[src/rtl/regfile_2r1w_sb.sv]
// Parametrised register file: one write port, two registered read ports, write-to-read
// bypass, optional hardwired-zero r0 and a per-register busy scoreboard for hazard stalls.
module regfile_2r1w_sb #(
    parameter int WIDTH    = 16,
    parameter int DEPTH    = 16,
    parameter int AW       = $clog2(DEPTH),
    parameter int ZERO_REG = 0,
    parameter int BYPASS   = 1
) (
    input  logic             clk,
    input  logic             reset,
    input  logic             wr_en,
    input  logic [AW-1:0]    wr_addr,
    input  logic [WIDTH-1:0] wr_data,
    input  logic             rd_en,
    input  logic [AW-1:0]    rd_addr_a,
    input  logic [AW-1:0]    rd_addr_b,
    input  logic             rsv_en,
    input  logic [AW-1:0]    rsv_addr,
    output logic [WIDTH-1:0] rd_data_a,
    output logic [WIDTH-1:0] rd_data_b,
    output logic             busy_a,
    output logic             busy_b,
    output logic             stall,
    output logic [DEPTH-1:0] busy_vec
);

    localparam logic [AW:0] DEPTH_W = (AW + 1)'(DEPTH);

    // An address is live only if it exists and is not the hardwired zero register.
    function automatic logic addrValid(input logic [AW-1:0] addr);
        return ({1'b0, addr} < DEPTH_W) && !((ZERO_REG != 0) && (addr == '0));
    endfunction

    logic [WIDTH-1:0] mem [DEPTH];
    logic             wrOk;
    logic             rsvOk;
    logic [WIDTH-1:0] srcA;
    logic [WIDTH-1:0] srcB;
    logic             ebA;
    logic             ebB;

    // A write landing this cycle resolves the hazard on its register; a same-cycle
    // reservation only becomes visible from the next cycle on.
    always_comb begin
        wrOk  = wr_en & addrValid(wr_addr);
        rsvOk = rsv_en & addrValid(rsv_addr);

        srcA = '0;
        if (addrValid(rd_addr_a)) begin
            if ((BYPASS != 0) && wrOk && (wr_addr == rd_addr_a)) srcA = wr_data;
            else                                                 srcA = mem[rd_addr_a];
        end

        srcB = '0;
        if (addrValid(rd_addr_b)) begin
            if ((BYPASS != 0) && wrOk && (wr_addr == rd_addr_b)) srcB = wr_data;
            else                                                 srcB = mem[rd_addr_b];
        end

        ebA   = addrValid(rd_addr_a) & busy_vec[rd_addr_a] & ~(wrOk & (wr_addr == rd_addr_a));
        ebB   = addrValid(rd_addr_b) & busy_vec[rd_addr_b] & ~(wrOk & (wr_addr == rd_addr_b));
        stall = rd_en & (ebA | ebB);
    end

    always_ff @(posedge clk or negedge reset) begin
        if (!reset) begin
            for (int i = 0; i < DEPTH; i++) mem[i] <= '0;
        end else if (wrOk) begin
            mem[wr_addr] <= wr_data;
        end
    end

    // Reservation beats a same-cycle write: a newer producer is already in flight.
    always_ff @(posedge clk or negedge reset) begin
        if (!reset) begin
            busy_vec <= '0;
        end else begin
            for (int i = 0; i < DEPTH; i++) begin
                if (rsvOk && (rsv_addr == AW'(i)))    busy_vec[i] <= 1'b1;
                else if (wrOk && (wr_addr == AW'(i))) busy_vec[i] <= 1'b0;
            end
        end
    end

    always_ff @(posedge clk or negedge reset) begin
        if (!reset) begin
            rd_data_a <= '0;
            rd_data_b <= '0;
            busy_a    <= 1'b0;
            busy_b    <= 1'b0;
        end else if (rd_en) begin
            rd_data_a <= srcA;
            rd_data_b <= srcB;
            busy_a    <= ebA;
            busy_b    <= ebB;
        end
    end

endmodule
[config.mk]
export PLATFORM = sky130hd
export DESIGN_NAME = regfile_2r1w_sb
export DESIGN_NICKNAME = d
export VERILOG_FILES = /design/src/rtl/regfile_2r1w_sb.sv
export SDC_FILE = /design/constraint.sdc
export NUM_CORES = 1
export LEC_CHECK = 0
export BUFFER_PORTS_ARGS = -buffer_cell sky130_fd_sc_hd__clkbuf_2
export CAP_MARGIN = 30
export CORE_MARGIN = 3
export CORE_UTILIZATION = 55
export DETAILED_ROUTE_END_ITERATION = 8
export HOLD_SLACK_MARGIN = 0.12
export PLACE_DENSITY = 0.77
export SKIP_CTS_REPAIR_TIMING = 1
export SYNTH_ARGS = -nofsm -noshare
export SYNTH_HDL_FRONTEND = slang
export SYNTH_SLANG_ARGS = --single-unit
[constraint.sdc]
create_clock -name clk -period 4.9 [get_ports clk]
set_clock_uncertainty 0.2 [all_clocks]
set_input_delay 1.47 -clock clk [delete_from_list [all_inputs] [get_ports clk]]
set_output_delay 1.47 -clock clk [all_outputs]
set_load 0.005 [all_outputs]
# Yosys cells after proc, flatten, opt, wreduce, memory -nomap -nowiden
# Index checks and enable logic that the tools add are counted.
# Widths: inputs -> output; s select.
[word_totals]
output_inout_bits = 51
register_bits = 306
input_bits = 37
[op_classes]
n_reduce_logical = 53
n_bitwise = 11
n_lt_le_gt_ge = 6
muxes = 47
n_eq_ne = 32
[ops]
columns = ["operator", "n"]
rows = [
  ["$bwmux 256", 1],
  ["$bmux 16 s4", 2],
  ["$mux 16", 7],
  ["$demux 16 s4", 1],
  ["$eq 4x4->1 const B", 16],
  ["$logic_and 1x1->1", 35],
  ["$mux 1", 34],
  ["$eq 4x3->1 const B", 8],
  ["$reduce_bool 2->1", 16],
  ["$eq 4x2->1 const B", 4],
  ["$ge 5x5->1 const B", 3],
  ["$not 4->5", 3],
  ["$lt 4x5->1 const B", 2],
  ["$bmux 1 s4", 2],
  ["$eq 4x1->1 const B", 2],
  ["$eq 4x4->1", 2],
  ["$logic_not 4->1", 2],
  ["$and 1x1->1", 5],
  ["$lt 5x1->1 const B", 1],
  ["$not 1->1", 2],
  ["$or 1x1->1", 1],
]

# Longest topological paths before layout
# Gate-level depths: netlist of the first run.
[depth]
word_depth = 6
mapped_depth = 7

# Least setup slack after synthesis of the first run
# No wires, ideal clock.
[synth_path]
kind = "input port to output port"
from = "input rd_addr_b[0]"
to = "output stall"
n_path_buf = 3
cell_stages = 6
arrival_ns = 2.788
slack_ns = 0.442
cell_sequence = "buf_6 -> buf_12 -> buf_6 -> mux4_2 -> a211oi_1 -> o22ai_1"
[synth_via]
elab_chain_len = 6
word_cells_on_any_way = 8
[synth_rtl]
columns = ["item", "line_no", "text"]
rows = [
  ["from (decl)", "17", "input logic [AW-1:0] rd_addr_b,"],
  ["branches (longest 3 deep; another with $bmux 1 s4)", "--", ""],
  ["$and 1x1->1 *", "62", "ebB = addrValid(rd_addr_b) & busy_vec[rd_addr_b] & ~(wrOk & (wr_addr == rd_addr_b));"],
  ["$or 1x1->1 *", "63", "stall = rd_en & (ebA | ebB);"],
  ["$and 1x1->1 *", "63", ""],
  ["to (decl)", "24", "output logic stall,"],
]
# Every way passes the cells marked *. The select of a mux whose other input is x is not followed.

# Worst setup path after layout of the first run
[layout_path]
from = "input rd_addr_b[2]"
to = "output stall"
# The elaborated chain is that of the path after synthesis.

==> results of run 1 <==
## power breakdown
part	total (mW)	internal (mW)	switching, mW
clock	2.60	1.54	1.06
combinational	1.69	1.03	0.660
sequential	3.56	3.11	0.450
## sequential cells by signal, summed over array words and instances, names as in the netlist
register   count
mem          256
busy_b         1
rd_data_b     16
rd_data_a     16
busy_a         1
busy_vec      16
## layout make-up
class | instances | area, sq um
fill | 2125 | 10800
sequential | 306 | 7660
multi-input combinational | 644 | 7880
clock buffer | 46 | 956
inverter | 15 | 56.3
timing repair buffer | 137 | 891
tap | 384 | 480
antenna | 1 | 2.50
clock inverter | 16 | 179
## metrics by stage
step / hold slack (ps) / cells
after global routing: 319 / 1549
after global placement: 281 / 1484
final: 306 / 1549
after floorplan: 270 / 1063
after detailed placement: 292 / 1486
after CTS: 306 / 1548
## cells in the mapped netlist (3+ instances only)
master	instances	share of area
mux4_2	109	0.15
a22oi_1	64	0.030
o21ai_0	9	0.0028
or3_1	34	0.013
buf_1	5	0.0012
o221a_1	32	0.022
buf_4	13	0.0060
mux2_1	39	0.027
buf_12	7	0.0087
nand2_1	40	0.0093
dfrtp_1	306	0.47
mux2_2	225	0.16
mux4_1	24	0.039
o22ai_1	13	0.0050
nor2_2	6	0.0023
clkbuf_1	40	0.0093
inv_1	15	0.0035
nor2b_1	7	0.0027
nor3_2	4	0.0025
buf_2	27	0.0084
nand3_1	3	0.00093
xnor2_1	8	0.0043
nand2b_1	3	0.0012
buf_6	6	0.0042
## worst max-delay path: cells and delay by family
| kind | cells | cell delay (ps) |
|---|---|---|
| mux | 2 | 840 |
| compound gates | 2 | 450 |
| buf+inv | 2 | 340 |
## worst max path at each step
stage / to / slack [ps] / cells after the start
finish: stall / 130 / 6
global route: stall / 90 / 6
CTS: stall / 150 / 6
detailed placement: stall / 150 / 6
global placement: stall / 210 / 6
floorplan: stall / 440 / 6
## per-layer routing
metal  GRT usage  wire, um  up-vias
li1            -         -     4337
met1       0.401     18000     5610
met2       0.452     21200      559
met3      0.0715      4050      120
met4       0.114      1750        4
met5           0        21        -
## kinds of logic (layout without fill, tap and decap cells)
family                 Yosys count  in the layout  share of synthesized area
AO/OA/AOI/OAI                  124            124                     0.0630
XOR/XNOR                         8              8                    0.00433
buffers and inverters          113            214                     0.0411
flip-flops                     306            306                      0.473
multiplexers                   398            398                      0.376
other                            0              1                          0
AND/OR/NAND/NOR                114            114                     0.0422
==> summary.md, run 1 <==
| Metric | Value |
|---|---|
| Period minus WS final | 4770 ps |
| Detailed Routing Iterations Pass 1 | 5 |
| Placer Congestion | 0.869 |
| Final WL | 45,000 um |
| Setup TNS Final | 0 ps |
| Syn nets | 1,100 |
| Hold Startpoint | mem[55] |
| RSZ-0062 raised after global routing | false |
| Initial antenna violation count | 3 |
| TritonCTS clock tree | built |
| Syn avg cell area | 15.2 sq um |
| Syn-to-layout area delta | 11.9% |
| Worst Path Required | 3230 ps |
| Crit path max fanout | 5 |
| Die W | 178 um |
| Clk buf depth | 3 |
| DR vias/cell | 6.86 |
| Most Frequent Cell on Critical Path | clkbuf_2 |
| Netlist Area Pre-Place | 16,200 sq um |
| Worst Hold Path Cells | 1 |
| Post-synthesis register bit count | 306 |
| First-pass GRT wire length | 68,400 um |
| Pin count of the biggest net entering global routing | 87 |
| Vias in the first global route | 11,000 |
| FP Rows | 62 |
| Hold Path Sink | mem[55] |
| YS warnings | 0 |
| PortBufs | 87 |
| Iter 0 DRT Violations | 1,007 |
| Worst path cell trace | clkbuf_2 > mux2_2 > mux4_2 > o221ai_1 > o22ai_1 > clkbuf_2 |
| Initial cell density of the core | 0.561 |
| Slew Limit Headroom | 0.320 |
| Clk root buf | clkbuf_16 |
| Fin area | 18,100 sq um |
| HP Class | reg2reg |
| Sequential cell area fraction in the yosys report | 0.473 |
| Setup-failing EPs final | 0 |
| Worst-margin pin slew | 1020 ps |
| CP peak stage delay | 480 ps |
| LEAKAGE | 7.64 nW |
| Gate count of the mapped netlist | 1,063 |
| Die area | 31,500 sq um |
| Placed Area | 17,000 sq um |
| Reg2Reg Setup Slack | 2990 ps |
| R2R depth | 4 |
| Final Hold Fails | 0 |
| Pwr dens | 434 nW/um^2 |
| H-tree Lvls | 2 |
| Die Span Y | 178 um |
| Drt drc | 0 |
| Reg-to-Reg Start | busy_vec[12] |
| ANT nets after route | 0 |
| Maximum ir drop on the vdd rail | 0.269 mV |
| Post-synth EDFFs | 0 |
| PnR Total Power | 7.85 mW |
| Final Util | 0.627 |
| Core Area | 28,900 sq um |
| Post-DP HPWL | 28,400 um |
| Reg2reg end | busy_a |
| Clock Sinks | 306 |
| Layout cell share with drive strength beyond 1 | 0.472 |
| Critical path endpoint category | primary output |
| Clock-pin slew on the worst setup and hold paths | 60 ps |
| FFs w/ async S/R, synth | 1.00 |
| Layout Nets | 1,175 |
| Type of the worst setup path | in2out |
| Crit path launch | rd_addr_b[2] |
| Max Slew Vio Count | 0 |
| Top FF cell, synth | dfrtp_1 |
| Skew-Pair Late Insertion Delay | 520 ps |
| Commonest non-fill, non-tap cells in the layout | dfrtp_1 (306), mux2_2 (225), mux4_2 (109) |
| Critical Path AT | 3100 ps |
| Slowest CP cell | mux4_2 |
| Post-route setup slack | 127 ps |
| GRT Total Usage | 0.292 |
| Wire length per cell | 29.0 um |
| Critical path startpoint category | primary input |
| Vias | 10,600 |
| Cell variety after synth | 42 |
| Status | completed |
| Most common cell after layout, fill and taps aside | dfrtp_1 |
| Post-place setup slack | 153 ps |
| Total CTS buffers | 34 |
| GR Overflow Total | 0 |
| Top Ports | 88 |
| Max Clk Rate | 0.210 GHz |
| Max Cap Violations | 0 |
| Tcrit/Tclk final | 0.974 |
Note: power is estimated with default switching activity, not from simulation.
==> run 2: changes to the inputs <==
==> constraint.sdc (replaced) <==
create_clock -name clk -period 4.9 [get_ports clk]
set_clock_uncertainty 0.2 [all_clocks]
set_input_delay 0.98 -clock clk [delete_from_list [all_inputs] [get_ports clk]]
set_output_delay 0.98 -clock clk [all_outputs]
set_load 0.005 [all_outputs]
==> run 2 against run 1 <==
Routed wire length down 0.53%. Combinational power barely moved. Register-to-register slack barely moved. Critical path depth unchanged. Flip-flop and latch count unchanged. Clock power decreased by 4%. Setup slack better by 870 ps. First-iteration DRC count decreased by 1.9%. Via count barely moved. Sequential power about the same. Cell count fell by 0.84%. Critical path type unchanged. Largest cell class unchanged.
==> summary.md, run 2 (same netlist as run 1, synthesis figures left out) <==
| Metric | Value |
|---|---|
| Setup TNS Final | 0 ps (unchanged) |
| Die Span Y | 178 um (unchanged) |
| Clock Sinks | 306 (unchanged) |
| Pwr dens | 430 nW/um^2 (was 434 nW/um^2) |
| Max Slew Vio Count | 0 (unchanged) |
| Slew Limit Headroom | 0.267 (was 0.320) |
| Hold Path Sink | mem[222] (was mem[55]) |
| Wire length per cell | 29.1 um (was 29.0 um) |
| First-pass GRT wire length | 68,700 um (was 68,400 um) |
| Initial cell density of the core | 0.561 (unchanged) |
| Iter 0 DRT Violations | 988 (was 1,007) |
| Worst path cell trace | buf_4 > mux4_2 > nor2b_1 > a211oi_1 > o22ai_1 > clkbuf_2 (was clkbuf_2 > mux2_2 > mux4_2 > o221ai_1 > o22ai_1 > clkbuf_2) |
| Type of the worst setup path | in2out (unchanged) |
| Total CTS buffers | 34 (unchanged) |
| Critical Path AT | 2720 ps (was 3100 ps) |
| Die area | 31,500 sq um (unchanged) |
| Highest routed layer | met5 (unchanged) |
| Final WL | 44,700 um (was 45,000 um) |
| Vias | 10,600 (about the same) |
| Reg2reg end | busy_a (unchanged) |
| HP Class | reg2reg (unchanged) |
| Most common cell after layout, fill and taps aside | dfrtp_1 (unchanged) |
| GRT Total Usage | 0.291 (was 0.292) |
| Clk root buf | clkbuf_16 (unchanged) |
| Layout cell share with drive strength beyond 1 | 0.466 (was 0.472) |
| Maximum ir drop on the vdd rail | 0.211 mV (was 0.269 mV) |
| Top Ports | 88 (unchanged) |
| Worst Path Required | 3720 ps (was 3230 ps) |
| TritonCTS clock tree | built (unchanged) |
| Met3 routed WL | 4390 um (was 4050 um) |
| DRT met1 WL | 18,000 um (about the same) |
| Pin count of the biggest net entering global routing | 104 (was 87) |
| Syn-to-layout area delta | 11.2% (was 11.9%) |
| PortBufs | 87 (unchanged) |
| Hold Startpoint | mem[222] (was mem[55]) |
| Tcrit/Tclk final | 0.797 (was 0.974) |
| Core Area | 28,900 sq um (unchanged) |
| Period minus WS final | 3900 ps (was 4770 ps) |
| Critical path endpoint category | primary output (unchanged) |
| Critical path startpoint category | primary input (unchanged) |
| Reg2Reg Setup Slack | 2990 ps (about the same) |
| CP peak stage delay | 560 ps (was 480 ps) |
| Detailed Routing Iterations Pass 1 | 5 (unchanged) |
| Hold Worst Slack | 313 ps (was 306 ps) |
| Worst-margin pin slew | 1100 ps (was 1020 ps) |
| Post-DP HPWL | 28,200 um (was 28,400 um) |
| WL met2 | 20,600 um (was 21,200 um) |
| Initial antenna violation count | 2 (was 3) |
| Slowest CP cell | mux4_2 (unchanged) |
| H-tree Lvls | 2 (unchanged) |
| Buf+Inv Stages, Crit Path | 2 (unchanged) |
| Status | completed (unchanged) |
| RSZ-0062 raised after global routing | false (unchanged) |
| Layout Nets | 1,166 (was 1,175) |
| Die W | 178 um (unchanged) |
| Skew-Pair Late Insertion Delay | 520 ps (about the same) |
| Worst Hold Path Cells | 1 (unchanged) |
| Vias in the first global route | 11,200 (was 11,000) |
| Reg-to-Reg Start | busy_vec[12] (unchanged) |
| Final Hold Fails | 0 (unchanged) |
| R2R depth | 4 (unchanged) |
| Max reg flops | 256 (unchanged) |
| DR vias/cell | 6.92 (was 6.86) |
| FP Rows | 62 (unchanged) |
| Top reg by flops | mem (unchanged) |
| Antenna cell count | 0 (was 1) |
| Filler cell count | 2,104 (was 2,125) |
| Commonest non-fill, non-tap cells in the layout | dfrtp_1 (306), mux2_2 (225), mux4_2 (109) (unchanged) |
| GR Overflow Total | 0 (unchanged) |
| Setup-failing EPs final | 0 (unchanged) |
| ANT nets after route | 0 (unchanged) |
| Max Cap Violations | 0 (unchanged) |
| LEAKAGE | 7.58 nW (was 7.64 nW) |
| Crit path max fanout | 18 (was 5) |
| Placer Congestion | 0.831 (was 0.869) |
| Clock-pin slew on the worst setup and hold paths | 60 ps (about the same) |
| Clk buf depth | 3 (unchanged) |
| Max Clk Rate | 0.256 GHz (was 0.210 GHz) |
| Crit path max-delay family | multiplexers (unchanged) |
| Drt drc | 0 (unchanged) |
[run 2: cell types whose count changed in the layout (fill, tap and decap cells not counted), moves of 2 or more]
cell | previous run | this run
buf_16 | 0 | 2
buf_4 | 46 | 37
clkinv_2 | 8 | 6
bufinv_16 | 3 | 1
buf_12 | 4 | 2
[run 2: worst reg2reg max path, stage by stage, from the launching register on]
cell and delay [ps]:
dfrtp_1 460, mux2_2 300, mux4_2 480, o221ai_1 250, o22ai_1 100
[run 2: cell type report]
cell class	instances	area, sq um	area share
clock buffer	47	970	0.0539
clock inverter	12	118	0.00654
inverter	15	56.3	0.00313
multi-input combinational	644	7880	0.438
sequential	306	7660	0.426
tap	384	480	0.0267
timing repair buffer	128	835	0.0464
[run 2: power breakdown]
part           total, mW  switching [mW]  internal [mW]
combinational       1.67           0.644           1.02
sequential          3.58           0.467           3.11
clock               2.49            1.04           1.45
total               7.73            2.15           5.58
[run 2: worst max path at each step]
| stage | start | endpoint | cells past startpoint |
|---|---|---|---|
| 6_report | rd_addr_b[0] | stall | 6 |
| 3_3_place_gp | rd_addr_a[0] | rd_data_a[14] | 7 |
| 4_1_cts | rd_addr_b[0] | stall | 6 |
| 3_5_place_dp | rd_addr_b[0] | stall | 6 |
| 2_1_floorplan | rd_addr_b[0] | stall | 6 |
| 5_1_grt | rd_addr_b[0] | stall | 6 |
[run 2: stage by stage]
stage	area, sq um	power (mW)	utilization	std cells	worst slack, ps
final	18000	7.73	0.624	1536	996
after global routing	18000	8.07	0.624	1536	871
after CTS	18000	7.75	0.624	1536	993
after detailed placement	16900	5.26	0.586	1477	988
after global placement	16800	5.15	0.583	1473	1020
after floorplan	16200	4.68	-	1063	1420
[run 2: metal layers]
layer,global-route usage,up-vias
li1,-,4324
met1,0.411,5624
met2,0.437,547
met3,0.0796,137
met4,0.104,4
met5,0,-
==> run 3: changes to the inputs <==
- PLACE_DENSITY: 0.77 -> 0.8
- clock period: 4.9 -> 3.5 ns (I/O delays scaled with it)
==> run 3 against run 2 <==
Setup slack worse by 890 ps. Count of clock-buffer cells in the layout decreased by 2. Combinational power up 43%. Die area unchanged. Flip-flop and latch count unchanged. First-iteration DRC count is 29% higher. Routed wire length up 2.8%. Critical path type is now reg2out.
==> summary.md, run 3 (same netlist as run 1, synthesis figures left out) <==
| Metric | Value |
|---|---|
| Status | completed (unchanged) |
| CP peak stage delay | 480 ps (was 560 ps) |
| Final Hold Fails | 0 (unchanged) |
| Drt drc | 0 (unchanged) |
| Layout cell share with drive strength beyond 1 | 0.474 (was 0.466) |
| Type of the worst setup path | reg2out (was in2out) |
| Setup TNS Final | 0 ps (unchanged) |
| Worst path cell trace | mux2_2 > mux4_2 > o221ai_1 > o22ai_1 > clkbuf_2 (was buf_4 > mux4_2 > nor2b_1 > a211oi_1 > o22ai_1 > clkbuf_2) |
| Core Area | 28,900 sq um (unchanged) |
| Met2 Use GR | 0.462 (was 0.437) |
| ANT nets after route | 0 (unchanged) |
| HP Class | reg2reg (unchanged) |
| Fin area | 18,100 sq um (was 18,000 sq um) |
| Hold Worst Slack | 295 ps (was 313 ps) |
| Slew Limit Headroom | 0.429 (was 0.267) |
| Iter 0 DRT Violations | 1,278 (was 988) |
| GRT Total Usage | 0.296 (was 0.291) |
| Setup-failing EPs final | 0 (unchanged) |
| Hold Path Sink | mem[61] (was mem[222]) |
| Top reg by flops | mem (unchanged) |
| Wire length per cell | 29.6 um (was 29.1 um) |
| Top Ports | 88 (unchanged) |
| Met1 Use GR | 0.401 (was 0.411) |
| Tcrit/Tclk final | 0.971 |
| Multi-input gate area | 7880 sq um (unchanged) |
| Syn-to-layout area delta | 12.2% (was 11.2%) |
| First-pass GRT wire length | 69,800 um (was 68,700 um) |
| Worst Hold Path Cells | 1 (unchanged) |
| Clk buf depth | 3 (unchanged) |
| Max Slew Vio Count | 0 (unchanged) |
| Placed Area | 17,100 sq um (was 16,900 sq um) |
| Critical path startpoint category | flip-flop (was primary input) |
| Critical Path AT | 2500 ps (was 2720 ps) |
| Die W | 178 um (unchanged) |
| Slowest CP cell | mux4_2 (unchanged) |
| TritonCTS clock tree | built (unchanged) |
| H-tree Lvls | 1 (was 2) |
| Post-place setup slack | 302 ps (was 988 ps) |
| GR Util met3 | 0.0642 (was 0.0796) |
| LEAKAGE | 7.68 nW (was 7.58 nW) |
| Maximum ir drop on the vdd rail | 0.385 mV (was 0.211 mV) |
| Die area | 31,500 sq um (unchanged) |
| Pin count of the biggest net entering global routing | 93 (was 104) |
| Reg-to-Reg Start | busy_vec[15] (was busy_vec[12]) |
| Placer Congestion | 0.890 (was 0.831) |
| Initial antenna violation count | 1 (was 2) |
| GR peak layer | met2 (unchanged) |
| Max Clk Rate | 0.294 GHz |
| Commonest non-fill, non-tap cells in the layout | dfrtp_1 (306), mux2_2 (225), mux4_2 (109) (unchanged) |
| Post-DP HPWL | 29,100 um (was 28,200 um) |
| FP Rows | 62 (unchanged) |
| Skew-Pair Late Insertion Delay | 570 ps (was 520 ps) |
| Clock Sinks | 306 (unchanged) |
| Final WL | 46,000 um (was 44,700 um) |
| Worst-margin pin slew | 855 ps (was 1100 ps) |
| Register area | 7660 sq um (unchanged) |
| Vias in the first global route | 11,400 (was 11,200) |
| Pwr dens | 595 nW/um^2 (was 430 nW/um^2) |
| Final Util | 0.629 (was 0.624) |
| Max Cap Violations | 0 (unchanged) |
| Max reg flops | 256 (unchanged) |
| R2R depth | 4 (unchanged) |
| Hold Startpoint | mem[61] (was mem[222]) |
| Crit path max fanout | 4 (was 18) |
| Most common cell after layout, fill and taps aside | dfrtp_1 (unchanged) |
| Vias | 10,900 (was 10,600) |
| Initial cell density of the core | 0.561 (unchanged) |
| Detailed Routing Iterations Pass 1 | 5 (unchanged) |
| GR Overflow Total | 0 (unchanged) |
| RSZ-0062 raised after global routing | false (unchanged) |
| Clk root buf | clkbuf_16 (unchanged) |
| Reg2Reg Setup Slack | 1560 ps (was 2990 ps) |
| PortBufs | 87 (unchanged) |
| Antenna cell count | 0 (unchanged) |
| Period minus WS final | 3400 ps |
| Filler cell count | 2,031 (was 2,104) |
| Layout Nets | 1,185 (was 1,166) |
| Reg2reg end | busy_a (unchanged) |
| Clock-pin slew on the worst setup and hold paths | 60 ps (about the same) |
| Post-route setup slack | 102 ps (was 996 ps) |
| Total CTS buffers | 31 (was 34) |
| DR vias/cell | 7.04 (was 6.92) |
| Die Span Y | 178 um (unchanged) |
| Worst Path Required | 2600 ps (was 3720 ps) |
| Critical path endpoint category | primary output (unchanged) |
run 3: changes by cell type in the layout (fill, tap and decap cells not counted), sizes merged:
cell and delta:
dlygate4sd3 +1, clkbuf -2, clkinv -2, clkinvlp -1
buf +21, bufinv +2
run 3: worst max path at each step:
stage / startpoint / endpoint / slack, ps / cells after the start
floorplan: rd_addr_b[0] / stall / 580 / 6
global placement: rd_addr_a[2] / stall / 350 / 6
detailed placement: rd_addr_a[2] / stall / 300 / 6
CTS: busy_vec[15] / stall / 160 / 5
global route: busy_vec[15] / stall / 80 / 5
finish: busy_vec[15] / stall / 100 / 5
run 3: metrics by stage:
| step | total power [mW] | cells |
|---|---|---|
| after floorplan | 6.56 | 1063 |
| after detailed placement | 7.38 | 1498 |
| after global routing | 11.2 | 1555 |
| final | 10.8 | 1555 |
| after CTS | 10.8 | 1554 |
| after global placement | 7.21 | 1498 |
run 3: cell type report:
| cell class | instances | share of cell area |
|---|---|---|
| multi-input cells | 644 | 0.434 |
| clock inverters | 11 | 0.00759 |
| clock buffers | 45 | 0.0501 |
| inverters | 15 | 0.00310 |
| flip-flops and latches | 306 | 0.422 |
| repair buffers | 150 | 0.0565 |
| well taps | 384 | 0.0265 |
run 3: report_power, final:
group	internal, mW	switching, mW	total, mW
registers	4.35	0.650	5.00
logic	1.45	0.937	2.38
clock network	2.01	1.39	3.41
total	7.81	2.98	10.8
run 3: worst max-delay path: cells and delay by family, from the launching register on:
kind            cells  cell delay, ps
compound gates      2             500
buf+inv             1             180
flops               1             470
mux                 2             790
run 3: routing by layer:
metal,part of all wire,up-vias,routed length (um)
met2,0.46,637,21300
met5,0.00033,-,15
li1,-,4365,-
met3,0.097,172,4440
met1,0.38,5769,17700
met4,0.054,2,2500
